$ cat src/rtl/apb_cfg_master_pkg.sv
// Shared opcodes and FSM encoding for the APB configuration master.
package apb_cfg_master_pkg;

    localparam logic [1:0] OP_WR   = 2'd0;
    localparam logic [1:0] OP_RD   = 2'd1;
    localparam logic [1:0] OP_POLL = 2'd2;

    typedef enum logic [1:0] {
        ST_IDLE   = 2'd0,
        ST_SETUP  = 2'd1,
        ST_ACCESS = 2'd2,
        ST_GAP    = 2'd3
    } state_t;

    function automatic logic op_is_write(input logic [1:0] op);
        return op == OP_WR;
    endfunction

endpackage

$ cat src/rtl/apb_cfg_master_cmd_fifo.sv
// Synchronous command FIFO with count-derived full/empty; head visible combinationally.
// Push is ignored when full, pop ignored when empty; full does not look at a same-cycle pop.
module apb_cfg_master_cmd_fifo #(
    parameter int WIDTH = 42,
    parameter int DEPTH = 4
) (
    input  logic             i_clk,
    input  logic             i_reset,
    input  logic             i_push,
    input  logic [WIDTH-1:0] i_push_dat,
    input  logic             i_pop,
    output logic [WIDTH-1:0] o_head_dat,
    output logic             o_full,
    output logic             o_empty
);
    localparam int PTR_W = $clog2(DEPTH);
    localparam int CNT_W = PTR_W + 1;

    logic [WIDTH-1:0] r_mem [DEPTH];
    logic [PTR_W-1:0] r_wr_ptr;
    logic [PTR_W-1:0] r_rd_ptr;
    logic [CNT_W-1:0] r_cnt;
    logic             w_push;
    logic             w_pop;

    assign w_push     = i_push && !o_full;
    assign w_pop      = i_pop && !o_empty;
    assign o_full     = (r_cnt == CNT_W'(DEPTH));
    assign o_empty    = (r_cnt == '0);
    assign o_head_dat = r_mem[r_rd_ptr];

    always_ff @(posedge i_clk) begin
        if (w_push) begin
            r_mem[r_wr_ptr] <= i_push_dat;
        end
    end

    // Pointers wrap naturally because DEPTH is a power of two.
    always_ff @(posedge i_clk or posedge i_reset) begin
        if (i_reset) begin
            r_wr_ptr <= '0;
            r_rd_ptr <= '0;
            r_cnt    <= '0;
        end else begin
            if (w_push) begin
                r_wr_ptr <= r_wr_ptr + PTR_W'(1);
            end
            if (w_pop) begin
                r_rd_ptr <= r_rd_ptr + PTR_W'(1);
            end
            r_cnt <= r_cnt + CNT_W'(w_push) - CNT_W'(w_pop);
        end
    end

endmodule

$ cat src/rtl/apb_cfg_master.sv
// APB initiator running queued write/read/poll commands; first PSEL two cycles after push.
// cmd_ready is !full of the command FIFO; responses are single-cycle pulses with no backpressure.
module apb_cfg_master
    import apb_cfg_master_pkg::*;
#(
    parameter int ADDR_W     = 8,
    parameter int DATA_W     = 32,
    parameter int FIFO_DEPTH = 4,
    parameter int POLL_GAP   = 4,
    parameter int POLL_MAX   = 255
) (
    input  logic              clk,
    input  logic              reset,
    input  logic              cmd_valid,
    output logic              cmd_ready,
    input  logic [1:0]        cmd_op,
    input  logic [ADDR_W-1:0] cmd_addr,
    input  logic [DATA_W-1:0] cmd_data,
    output logic              rsp_valid,
    output logic [DATA_W-1:0] rsp_data,
    output logic              rsp_err,
    output logic              busy,
    output logic [ADDR_W-1:0] PADDR,
    output logic              PWRITE,
    output logic              PSEL,
    output logic              PENABLE,
    output logic [DATA_W-1:0] PWDATA,
    input  logic [DATA_W-1:0] PRDATA,
    input  logic              PREADY
);
    localparam int ENT_W = 2 + ADDR_W + DATA_W;
    localparam int CNT_W = $clog2(POLL_MAX + 1);
    localparam int GAP_W = $clog2(POLL_GAP + 1);

    state_t            r_state;
    state_t            w_state_nxt;
    logic [1:0]        r_op;
    logic [ADDR_W-1:0] r_paddr;
    logic [DATA_W-1:0] r_pwdata;
    logic [DATA_W-1:0] r_mask;
    logic [CNT_W-1:0]  r_poll_cnt;
    logic [GAP_W-1:0]  r_gap_cnt;
    logic              r_rsp_vld;
    logic [DATA_W-1:0] r_rsp_dat;
    logic              r_rsp_err;

    logic              w_push;
    logic              w_pop;
    logic              w_full;
    logic              w_empty;
    logic [ENT_W-1:0]  w_head;
    logic [1:0]        w_head_op;
    logic [ADDR_W-1:0] w_head_addr;
    logic [DATA_W-1:0] w_head_dat;
    logic              w_rsp;
    logic              w_err;
    logic              w_release;
    logic              w_hit;
    logic              w_timeout;
    logic [CNT_W-1:0]  w_poll_cnt_inc;

    assign w_push = cmd_valid && !w_full;

    apb_cfg_master_cmd_fifo #(
        .WIDTH (ENT_W),
        .DEPTH (FIFO_DEPTH)
    ) u_cmd_fifo (
        .i_clk      (clk),
        .i_reset    (reset),
        .i_push     (w_push),
        .i_push_dat ({cmd_op, cmd_addr, cmd_data}),
        .i_pop      (w_pop),
        .o_head_dat (w_head),
        .o_full     (w_full),
        .o_empty    (w_empty)
    );

    assign {w_head_op, w_head_addr, w_head_dat} = w_head;

    assign w_poll_cnt_inc = r_poll_cnt + CNT_W'(1);
    assign w_hit          = |(PRDATA & r_mask);
    assign w_timeout      = (w_poll_cnt_inc == CNT_W'(POLL_MAX));

    always_ff @(posedge clk or posedge reset) begin
        if (reset) begin
            r_state <= ST_IDLE;
        end else begin
            r_state <= w_state_nxt;
        end
    end

    always_comb begin
        w_state_nxt = r_state;
        w_pop       = 1'b0;
        w_rsp       = 1'b0;
        w_err       = 1'b0;
        w_release   = 1'b0;
        case (r_state)
            ST_IDLE: begin
                if (!w_empty) begin
                    w_pop       = 1'b1;
                    w_state_nxt = ST_SETUP;
                end
            end
            ST_SETUP: w_state_nxt = ST_ACCESS;
            ST_ACCESS: begin
                if (PREADY) begin
                    if (r_op == OP_POLL) begin
                        if (w_hit || w_timeout) begin
                            w_rsp     = 1'b1;
                            w_err     = !w_hit;
                            w_release = 1'b1;
                        end else begin
                            w_state_nxt = ST_GAP;
                        end
                    end else begin
                        // Reserved opcode behaves as a read.
                        w_rsp     = !op_is_write(r_op);
                        w_release = 1'b1;
                    end
                end
            end
            ST_GAP: begin
                if (r_gap_cnt == GAP_W'(POLL_GAP - 1)) begin
                    w_state_nxt = ST_SETUP;
                end
            end
            default: w_state_nxt = ST_IDLE;
        endcase
        // A finished command chains straight into the next SETUP when one is queued.
        if (w_release) begin
            if (!w_empty) begin
                w_pop       = 1'b1;
                w_state_nxt = ST_SETUP;
            end else begin
                w_state_nxt = ST_IDLE;
            end
        end
    end

    always_ff @(posedge clk or posedge reset) begin
        if (reset) begin
            r_op       <= OP_WR;
            r_paddr    <= '0;
            r_pwdata   <= '0;
            r_mask     <= '0;
            r_poll_cnt <= '0;
            r_gap_cnt  <= '0;
            r_rsp_vld  <= 1'b0;
            r_rsp_dat  <= '0;
            r_rsp_err  <= 1'b0;
        end else begin
            if (w_pop) begin
                r_op     <= w_head_op;
                r_paddr  <= w_head_addr;
                r_pwdata <= op_is_write(w_head_op) ? w_head_dat : '0;
                r_mask   <= w_head_dat;
            end
            r_gap_cnt <= (r_state == ST_GAP) ? r_gap_cnt + GAP_W'(1) : '0;
            if ((r_state == ST_ACCESS) && PREADY && (r_op == OP_POLL)) begin
                r_poll_cnt <= w_rsp ? '0 : w_poll_cnt_inc;
            end
            r_rsp_vld <= w_rsp;
            r_rsp_err <= w_err;
            if (w_rsp) begin
                r_rsp_dat <= PRDATA;
            end
        end
    end

    assign cmd_ready = !w_full;
    assign busy      = (r_state != ST_IDLE) || !w_empty;
    assign PSEL      = (r_state == ST_SETUP) || (r_state == ST_ACCESS);
    assign PENABLE   = (r_state == ST_ACCESS);
    assign PWRITE    = PSEL && op_is_write(r_op);
    assign PADDR     = r_paddr;
    assign PWDATA    = r_pwdata;
    assign rsp_valid = r_rsp_vld;
    assign rsp_data  = r_rsp_dat;
    assign rsp_err   = r_rsp_err;

endmodule

$ cat config.mk
export PLATFORM = sky130hd
export DESIGN_NAME = apb_cfg_master
export DESIGN_NICKNAME = d
export VERILOG_FILES = /design/src/rtl/apb_cfg_master_pkg.sv /design/src/rtl/apb_cfg_master_cmd_fifo.sv /design/src/rtl/apb_cfg_master.sv
export SDC_FILE = /design/constraint.sdc
export NUM_CORES = 1
export LEC_CHECK = 0
export CORE_MARGIN = 3
export CORE_UTILIZATION = 59
export DETAILED_ROUTE_END_ITERATION = 7
export GPL_TIMING_DRIVEN = 0
export PLACE_DENSITY = 0.9
export SLEW_MARGIN = 20
export SYNTH_ARGS = -nofsm -noshare
export SYNTH_HDL_FRONTEND = slang
export SYNTH_SLANG_ARGS = --single-unit
$ cat constraint.sdc
create_clock -name clk -period 10 [get_ports clk]
set_input_delay 2 -clock clk [delete_from_list [all_inputs] [get_ports clk]]
set_output_delay 2 -clock clk [all_outputs]
set_load 0.005 [all_outputs]
# == After elaboration in Yosys (flattened, before gate mapping) ==
# Memory sizes are Yosys's and may differ from the RTL's.
# Index checks and enable logic that the tools add are counted.
# totals
reg_bits,128
mem_bits_rw,168
in_bits,78
word_cells,81
memories,1
# memory_table
name,depth,word_bits,rd,rd_clocked_by_memory_dff,wr,line,source
u_cmd_fifo.r_mem,4,42,1,0,1,apb_cfg_master_cmd_fifo.sv:19,logic [WIDTH-1:0] r_mem [DEPTH];
# classes
n_addsub,6
n_eq_ne,12
muxes,28
bitwise,1
n_reduce_logical,20
# ops
cell,count
bitwise AND 32 bit,1
two-way mux 32 bit,1
OR reduction 32 bit,1
two-way mux 1 bit,18
two-way mux 2 bit,6
!= test 3 bit (second input constant),3
adder 8 x 1 -> 8 bit (second input constant),1
equality test 8 bit (second input constant),1
two-way mux 8 bit,1
one-hot mux 2 bit (4 select lines),1
equality test 2 bit (second input constant),3
logical AND 1 bit,6
zero test 2 bit,3
!= test 3 x 1 -> 1 bit (second input constant),2
AND reduction 5 bit,1
adder 2 x 1 -> 2 bit (second input constant),2
zero test 1 bit,4
adder 3 x 1 -> 3 bit,1
adder 3 x 1 -> 3 bit (second input constant),1
equality test 3 x 2 -> 1 bit (second input constant),1
equality test 3 bit (second input constant),1
zero test 3 bit,1
logical OR 1 bit,3
two-way mux 3 bit,1
other kinds (3),3

# == Depth between registers and ports, before layout ==
# Gate-level depths: netlist of the first run.
# logic_depth
ltp_word,10
depth_mapped,15

# == By module ==
# From an unflattened synthesis of the first run, not the netlist that was laid out.
# hier_totals
cells_unflattened,623
hier_area_um2,11629.9
# by_module_without_submodules
mod,instances,cells_each,area_per_inst_um2,seq_area_each_um2
apb_cfg_master_cmd_fifo,1,264,6603.8,5220.0
apb_cfg_master,1,359,5026.1,3027.9

# == Least setup slack after synthesis of the first run ==
# No wires, ideal clock.
# synth_path
path_kind,in2reg
startpoint,input port PRDATA[13]
endpoint,register u_cmd_fifo.r_cnt[2]
setup_ns,0.123
t_arrival_ns,4.334
required_ns,9.877
setup_slack_ns,5.544
stages,13
cell_sequence,a22o_1 a221oi_1 and4_1 a21oi_1 o31ai_4 buf_6 buf_6 inv_1 ha_1 inv_1 ha_1 fa_1 xnor2_1
# synth_via
elab_chain_cells,10
# synth_lines
item,line,source
"start, declared",apb_cfg_master.sv:28,"input logic [DATA_W-1:0] PRDATA,"
bitwise AND 32 bit,apb_cfg_master.sv:81,assign w_hit = |(PRDATA & r_mask);
OR reduction 32 bit,apb_cfg_master.sv:81,
logical OR 1 bit,apb_cfg_master.sv:109,if (w_hit || w_timeout) begin
two-way mux 1 bit,apb_cfg_master.sv:109,
two-way mux 1 bit,apb_cfg_master.sv:108,if (r_op == OP_POLL) begin
two-way mux 1 bit,apb_cfg_master.sv:107,if (PREADY) begin
two-way mux 1 bit,apb_cfg_master.sv:98,case (r_state)
two-way mux 1 bit,apb_cfg_master.sv:131,if (w_release) begin
logical AND 1 bit,apb_cfg_master_cmd_fifo.sv:27,assign w_pop = i_pop && !o_empty;
via u_cmd_fifo.w_pop,apb_cfg_master_cmd_fifo.sv:24,logic w_pop;
subtractor 3 x 1 -> 3 bit,apb_cfg_master_cmd_fifo.sv:51,r_cnt <= r_cnt + CNT_W'(w_push) - CNT_W'(w_pop);
"end signal, assigned",apb_cfg_master_cmd_fifo.sv:51,
"end, declared",apb_cfg_master_cmd_fifo.sv:22,logic [CNT_W-1:0] r_cnt;
# The timed path passes the listed nets, and every way through them passes these cells.
# A chain may end at the register's enable or synchronous reset.

# == Worst setup path in the final report of the first run ==
# layout_path
startpoint,input port PRDATA[15]
endpoint,register u_cmd_fifo.r_cnt[2]
# Same word-level chain as after synthesis.

==> results of run 1 <==
[report_power, final]
group          switching (µW)  leakage, µW  internal (µW)
clock network             463     0.000523            736
registers                 185      0.00313           1670
logic                     796      0.00200            842
total                    1440      0.00565           3250
[worst reg2reg max path, stage by stage (launching register included)]
cell and delay (ns):
dfrtp_1 0.39, a22o_1 0.26, a221oi_1 0.41, and4_1 0.38, a21oi_1 0.17, o31ai_4 0.29
buf_6 0.23, buf_6 0.21, inv_1 0.06, ha_1 0.28, inv_1 0.04, ha_1 0.18
fa_1 0.40, xnor2_1 0.15
[final timing paths]
check                             startpoint  depth (start not counted)             endpoint  slack, ns
min in group asynchronous              reset                          2           r_mask[25]       1.80
max in group asynchronous              reset                          3             PADDR[3]       7.44
worst max-delay path              PRDATA[15]                         14  u_cmd_fifo.r_cnt[2]       4.95
worst min register to register  r_gap_cnt[0]                          1         r_gap_cnt[0]       0.43
worst min-delay path            r_gap_cnt[0]                          1         r_gap_cnt[0]       0.43
worst max register to register    r_mask[15]                         13  u_cmd_fifo.r_cnt[2]       6.43
[metrics by stage]
stage	hold WS (ns)	total power (µW)	area, µm²	instances
floorplan	0.409	2800	11700	672
global placement	0.424	3390	13600	1088
detailed placement	0.432	3480	13600	1089
CTS	0.441	4720	14700	1145
global route	0.466	4900	14700	1146
finish	0.432	4690	14700	1146
[sequential cells by signal, summed over array words and instances, names as in the netlist, 3 cells and up]
signal and flops:
u_cmd_fifo.r_mem 168, PWDATA 32, r_mask 32, rsp_data 32, PADDR 8, r_poll_cnt 8, r_gap_cnt 3, u_cmd_fifo.r_cnt 3
[cell families after synthesis]
family	Yosys count	synth area share (%)
AOI/OAI and AO/OA	46	3.01
xor gates and xnor gates	7	0.524
adders and majority gates	16	1.78
buffers and inverters	72	2.78
DFF	296	70.5
muxes	148	18.0
and+or+nand+nor	87	3.41
[cell usage after synthesis, types with 4 or more instances]
cell / n
a22oi_1: 8
xnor2_1: 6
nor2b_1: 5
nor3_1: 7
a21oi_1: 4
and3_1: 5
dfrtp_1: 128
buf_6: 5
mux4_2: 42
buf_2: 5
clkbuf_1: 9
o21ai_0: 11
inv_1: 48
mux2i_1: 32
edfxtp_1: 168
mux2_2: 69
nand2_1: 45
mux2_1: 5
a22o_1: 8
ha_1: 15
nor2_1: 10
a221oi_1: 4
nand3_1: 5
[layer usage]
layer | global-route usage, % | part of all wire [%]
met1 | 33.6 | 39
met2 | 45.3 | 52
met3 | 5.77 | 6.4
met4 | 8.09 | 3.0
met5 | 0 | 0.097
[area by class of cell]
class	count	share of cell area (%)
antenna	1	0.0170
tap	260	2.21
sequential	296	56.1
clock buffer	37	5.56
timing repair buffer	157	10.8
multi-input combinational	304	21.3
clock inverter	19	1.74
buffer	24	0.987
inverter	48	1.28
==> metrics.md, run 1 <==
| Metric | Value |
|---|---|
| Starting Density | 61.3% |
| Area delta synth->final | 25.8% |
| Seq/Total Area, Yosys | 70.5% |
| Worst-skew pair later-pin latency | 0.55 ns |
| Most frequent cells in the layout | edfxtp_1, clkdlybuf4s50_1, dfrtp_1 |
| Asr flop ratio synth | about 43% |
| Dominant cell type by area after synthesis | edfxtp_1 |
| Die H | 147 µm |
| Crit-path max cell delay | 0.43 ns |
| Vias per cell | between 5 and 6 |
| Clock sink total | 296 |
| Final Skew | between 0.01 and 0.015 ns |
| Number of global-route vias before repair | about 7.3k |
| FP Rows | 50 |
| Final WS setup | slightly below 5 ns |
| Synth unique cells | 46 |
| Area taken by flip-flops and latches | slightly above 0.008 mm² |
| CTS HTree Levels | 1 |
| Leakage power | 0.00565 µW |
| Cell Pwr Density | between 300 and 400 mW/mm² |
| Gpl congestion | around 0.84 |
| Routed Wire Length | around 28000 µm |
| Fin Setup TNS | 0 ns |
| Post-CTS Setup Bufs | 0 |
| Setup CP Type | input port to flip-flop |
| Util after Layout | a little under 80% |
| Setup violations, final | 0 |
| First-pass GRT wire length | between 40000 and 50000 µm |
| HPWL Detailed | 17700 µm |
| Crit path time final | 5.05 ns |
| Worst Path Buf+Inv | 5 |
| HP Class | flip-flop to flip-flop |
| Grt total ovfl | 0 |
| Hold_buf cts | 0 |
| Pin count of the biggest net entering global routing | 104 |
| Ports | between 150 and 200 |
| Initial antenna violation count | 3 |
| CTS max path bufs | 3 |
| Max cap viols | 0 |
| Clk pin slew, worst setup/hold paths | 0.06 ns |
| Gr usage total | 26.2% |
| Ys flop type | edfxtp_1 |
| Area of the multi-input gates | between 0.003 and 0.004 mm² |
| DR iter-0 viols | slightly above 500 |
| Number of synthesized flops with an enable pin | around 170 |
| CTS tree | done |
| Crit start category | input port |
| Via count | around 6.7k |
| Cells along the critical path | clkdlybuf4s50_1 -> a22o_1 -> a221oi_1 -> and4_1 -> a21oi_1 -> o31ai_4 -> buf_6 -> buf_6 -> inv_1 -> ha_1 -> inv_1 -> ha_1 -> fa_1 -> xnor2_1 |
| Worst-margin pin slew | around 0.95 ns |
| Most common cell after layout, fill and taps aside | edfxtp_1 |
| Area share of the largest cell type after synthesis | approximately 43% |
| Die Wd | roughly 150 µm |
| RSZ-0062 raised after global routing | no |
| Avg WL per Cell | ~24 µm |
| Required time of the critical path | around 10 ns |
| ANT nets after route | 0 |
| IO Port Bufs | between 150 and 200 |
| Final Hold Vio Count | 0 |
| Outcome | complete, no violations |
| Cells after Synth | between 600 and 700 |
| Slew Limit Fails | 0 |
| Worst EP arrival | 5.48 ns |
| Pre-CTS setup slack | 4.40 ns |
| Worst Path Max Fanout | 10 |
| Fill cells | 1066 |
| Final period utilization | a little over 50% |
| Max IR drop VDD | 0.000219 V |
| Share of cells above drive strength 1 | a little over a fifth |
| Yosys warns | 0 |
| FMAX | 198 MHz |
| Core area | around 0.019 mm² |
| DRT Pass-1 Iters | 5 |
| Slew HR | a little over a third |
| Root buffer cell | clkbuf_16 |
| Slowest CP cell | clkdlybuf4s50_1 |
| Crit-path leading delay family | compound AO/OA/AOI/OAI gates |
| Die ar. | 0.0215 mm² |
| Crit. End Element | flip-flop |
| Post-CTS sizing | 0 |
| Syn nets | between 700 and 800 |
| Top post-synthesis cells by area | edfxtp_1, dfrtp_1, mux4_2 |
| Syn avg cell area | about 17 µm² |
| Nets | ~960 |
| Num CTS Buffers | 30 |
| # DRC | 0 |
| Synthesized area | roughly 0.012 mm² |
| Register bit total from synthesis | approximately 300 |
No activity file was read; power rests on OpenSTA's default activity.
==> inputs of run 2 (changes only) <==
- CORE_UTILIZATION: 59 -> 49
- PLACE_DENSITY: 0.9 -> 0.8
- clock period: 10 -> 4.25 ns (I/O delays scaled with it)
==> metrics.md, run 2 (synthesis results as in run 1) <==
| Metric | Value |
|---|---|
| Final Skew | 0.0146 ns (+0.00248 ns) |
| FP Rows | 55 (+10%) |
| Gr usage total | 20.2% (-6.0 points) |
| IO Port Bufs | 156 (unchanged) |
| FMAX | 263 MHz |
| Crit. End Element | flip-flop |
| Pre-CTS setup slack | -0.149 ns (-4.55 ns) |
| Die Wd | 160 µm (+9.3%) |
| R2R Path Start | r_mask[15] |
| Final period utilization | between 80% and 90% |
| Clk pin slew, worst setup/hold paths | 0.06 ns (about the same) |
| Num CTS Buffers | 30 (unchanged) |
| Design Area, Final | 0.0147 mm² (about the same) |
| Worst-margin pin slew | 0.985 ns (+0.0316 ns) |
| Routed Wire Length | 25800 µm (-7.2%) |
| Avg WL per Cell | 21.5 µm (-11%) |
| # DRC | 0 (unchanged) |
| Diodes inserted | 0 (-1) |
| Pin count of the biggest net entering global routing | 43 (-59%) |
| Share of cells above drive strength 1 | 20.5% (-0.41 points) |
| HP Class | flip-flop to flip-flop |
| HPWL Detailed | 17500 µm (-1.1%) |
| CTS max path bufs | 3 (unchanged) |
| Worst EP arrival | 4.22 ns (-1.26 ns) |
| Outcome | complete, no violations |
| Hold_buf cts | 0 (unchanged) |
| Worst Path Max Fanout | 10 (unchanged) |
| Required time of the critical path | 4.67 ns (-5.75 ns) |
| CTS HTree Levels | 1 (unchanged) |
| Placed cells | 1145 (+5.1%) |
| DR iter-0 viols | 522 (+3.2%) |
| Slew Limit Fails | 0 (unchanged) |
| Starting Density | 50.7% (-11 points) |
| Final WS setup | 0.448 ns (-4.50 ns) |
| Crit path time final | between 3 and 4 ns |
| Final Hold Vio Count | 0 (unchanged) |
| Most frequent cells in the layout | edfxtp_1, clkdlybuf4s50_1, dfrtp_1 |
| Slew HR | 34.3% (-2.1 points) |
| Setup violations, final | 0 (unchanged) |
| Design Power | 10600 µW (+130%) |
| Clock sink total | 296 (unchanged) |
| Root buffer cell | clkbuf_16 |
| Die ar. | 0.0258 mm² (+20%) |
| Gpl congestion | 0.886 (+5.7%) |
| Placed Area | 0.0137 mm² (+0.84%) |
| HP Start | r_gap_cnt[0] |
| First-pass GRT wire length | 40200 µm (-6.3%) |
| Core area | 0.0231 mm² (+21%) |
| Post-CTS sizing | 0 (unchanged) |
| Worst-skew pair later-pin latency | 0.54 ns (about the same) |
| Worst R2R Setup Slack | 0.79 ns (-5.64 ns) |
| Initial antenna violation count | 0 (-3) |
| Max cap viols | 0 (unchanged) |
| Nets | 958 (+0.31%) |
| Largest register FFs | 168 (unchanged) |
| Top reg by flops | u_cmd_fifo.r_mem |
| Leakage power | 0.00561 µW (-0.60%) |
| Reg-to-reg endpoint | u_cmd_fifo.r_cnt[2] |
| ANT nets after route | 0 (unchanged) |
| R2r worst-path depth | 13 (unchanged) |
| Grt total ovfl | 0 (unchanged) |
| CTS tree | done |
| Die H | 160 µm (+9.3%) |
| Setup CP Type | input port to flip-flop |
| Final cell count without fillers | 1201 (+4.8%) |
| Vias per cell | 5.43 (-7.7%) |
| Hold depth | 1 (unchanged) |
| Ports | 157 (unchanged) |
| Via count | 6517 (-3.2%) |
| Most common cell after layout, fill and taps aside | edfxtp_1 |
| Area delta synth->final | 25.9% (about the same) |
| Cell Pwr Density | 721 mW/mm² (+130%) |
| Max IR drop VDD | 0.000448 V (+100%) |
| RSZ-0062 raised after global routing | no |
| DRT Pass-1 Iters | 5 (unchanged) |
| Number of global-route vias before repair | 6944 (-5.1%) |
| CP Launch Point | PRDATA[15] |
| Worst Hold End | r_gap_cnt[0] |
| Post-CTS Setup Bufs | 0 (unchanged) |
| Crit start category | input port |
## run 2: area by class of cell
type                       count  area, µm²
fill                        1621       8330
buffer                        24        145
clock inverter                17        169
timing repair buffer         160       1640
sequential                   296       8250
tap                          313        392
multi-input combinational    304       3140
inverter                      48        184
clock buffer                  39        806
## run 2: metrics by stage
stage / hold WS (ns) / setup TNS (ns) / util [%]
after floorplan: 0.409 / 0 / -
after global placement: 0.423 / -0.0664 / 59.2
after detailed placement: 0.424 / -0.223 / 59.6
after CTS: 0.432 / 0 / 63.9
after global routing: 0.468 / 0 / 63.9
final: 0.429 / 0 / 63.9
## run 2: critical path, cell delays in order
cell             delay [ns]
clkdlybuf4s50_1        0.45
a22o_1                 0.26
a221oi_1               0.38
and4_1                 0.35
a21oi_1                0.16
o31ai_4                0.28
buf_6                  0.22
buf_6                  0.20
inv_1                  0.06
ha_1                   0.27
inv_1                  0.04
ha_1                   0.19
fa_1                   0.39
xnor2_1                0.13
## run 2: report_power, final
group	total [µW]	switching [µW]	internal [µW]
Combinational	3740	1770	1970
Sequential	4300	382	3920
Clock	2580	1060	1520
## run 2: worst max-delay path by stage
stage | endpoint | slack [ns] | depth (start not counted)
6_report | u_cmd_fifo.r_cnt[2] | 0.45 | 14
5_1_grt | u_cmd_fifo.r_cnt[2] | 0.29 | 14
4_1_cts | u_cmd_fifo.r_cnt[2] | 0.42 | 14
3_5_place_dp | u_cmd_fifo.r_cnt[2] | -0.15 | 14
3_3_place_gp | u_cmd_fifo.r_cnt[2] | -0.07 | 14
2_1_floorplan | u_cmd_fifo.r_cnt[2] | 0.94 | 13
## run 2: layer usage
layer  track usage (%)  routed length, µm  share of wire [%]  vias up
met4              4.58                456                1.8        0
li1                  -                  -                  -     2916
met5                 0                  0                  0        -
met1              27.0              10500                 41     3349
met3              4.41               1760                6.8       30
met2              34.4              13000                 51      222
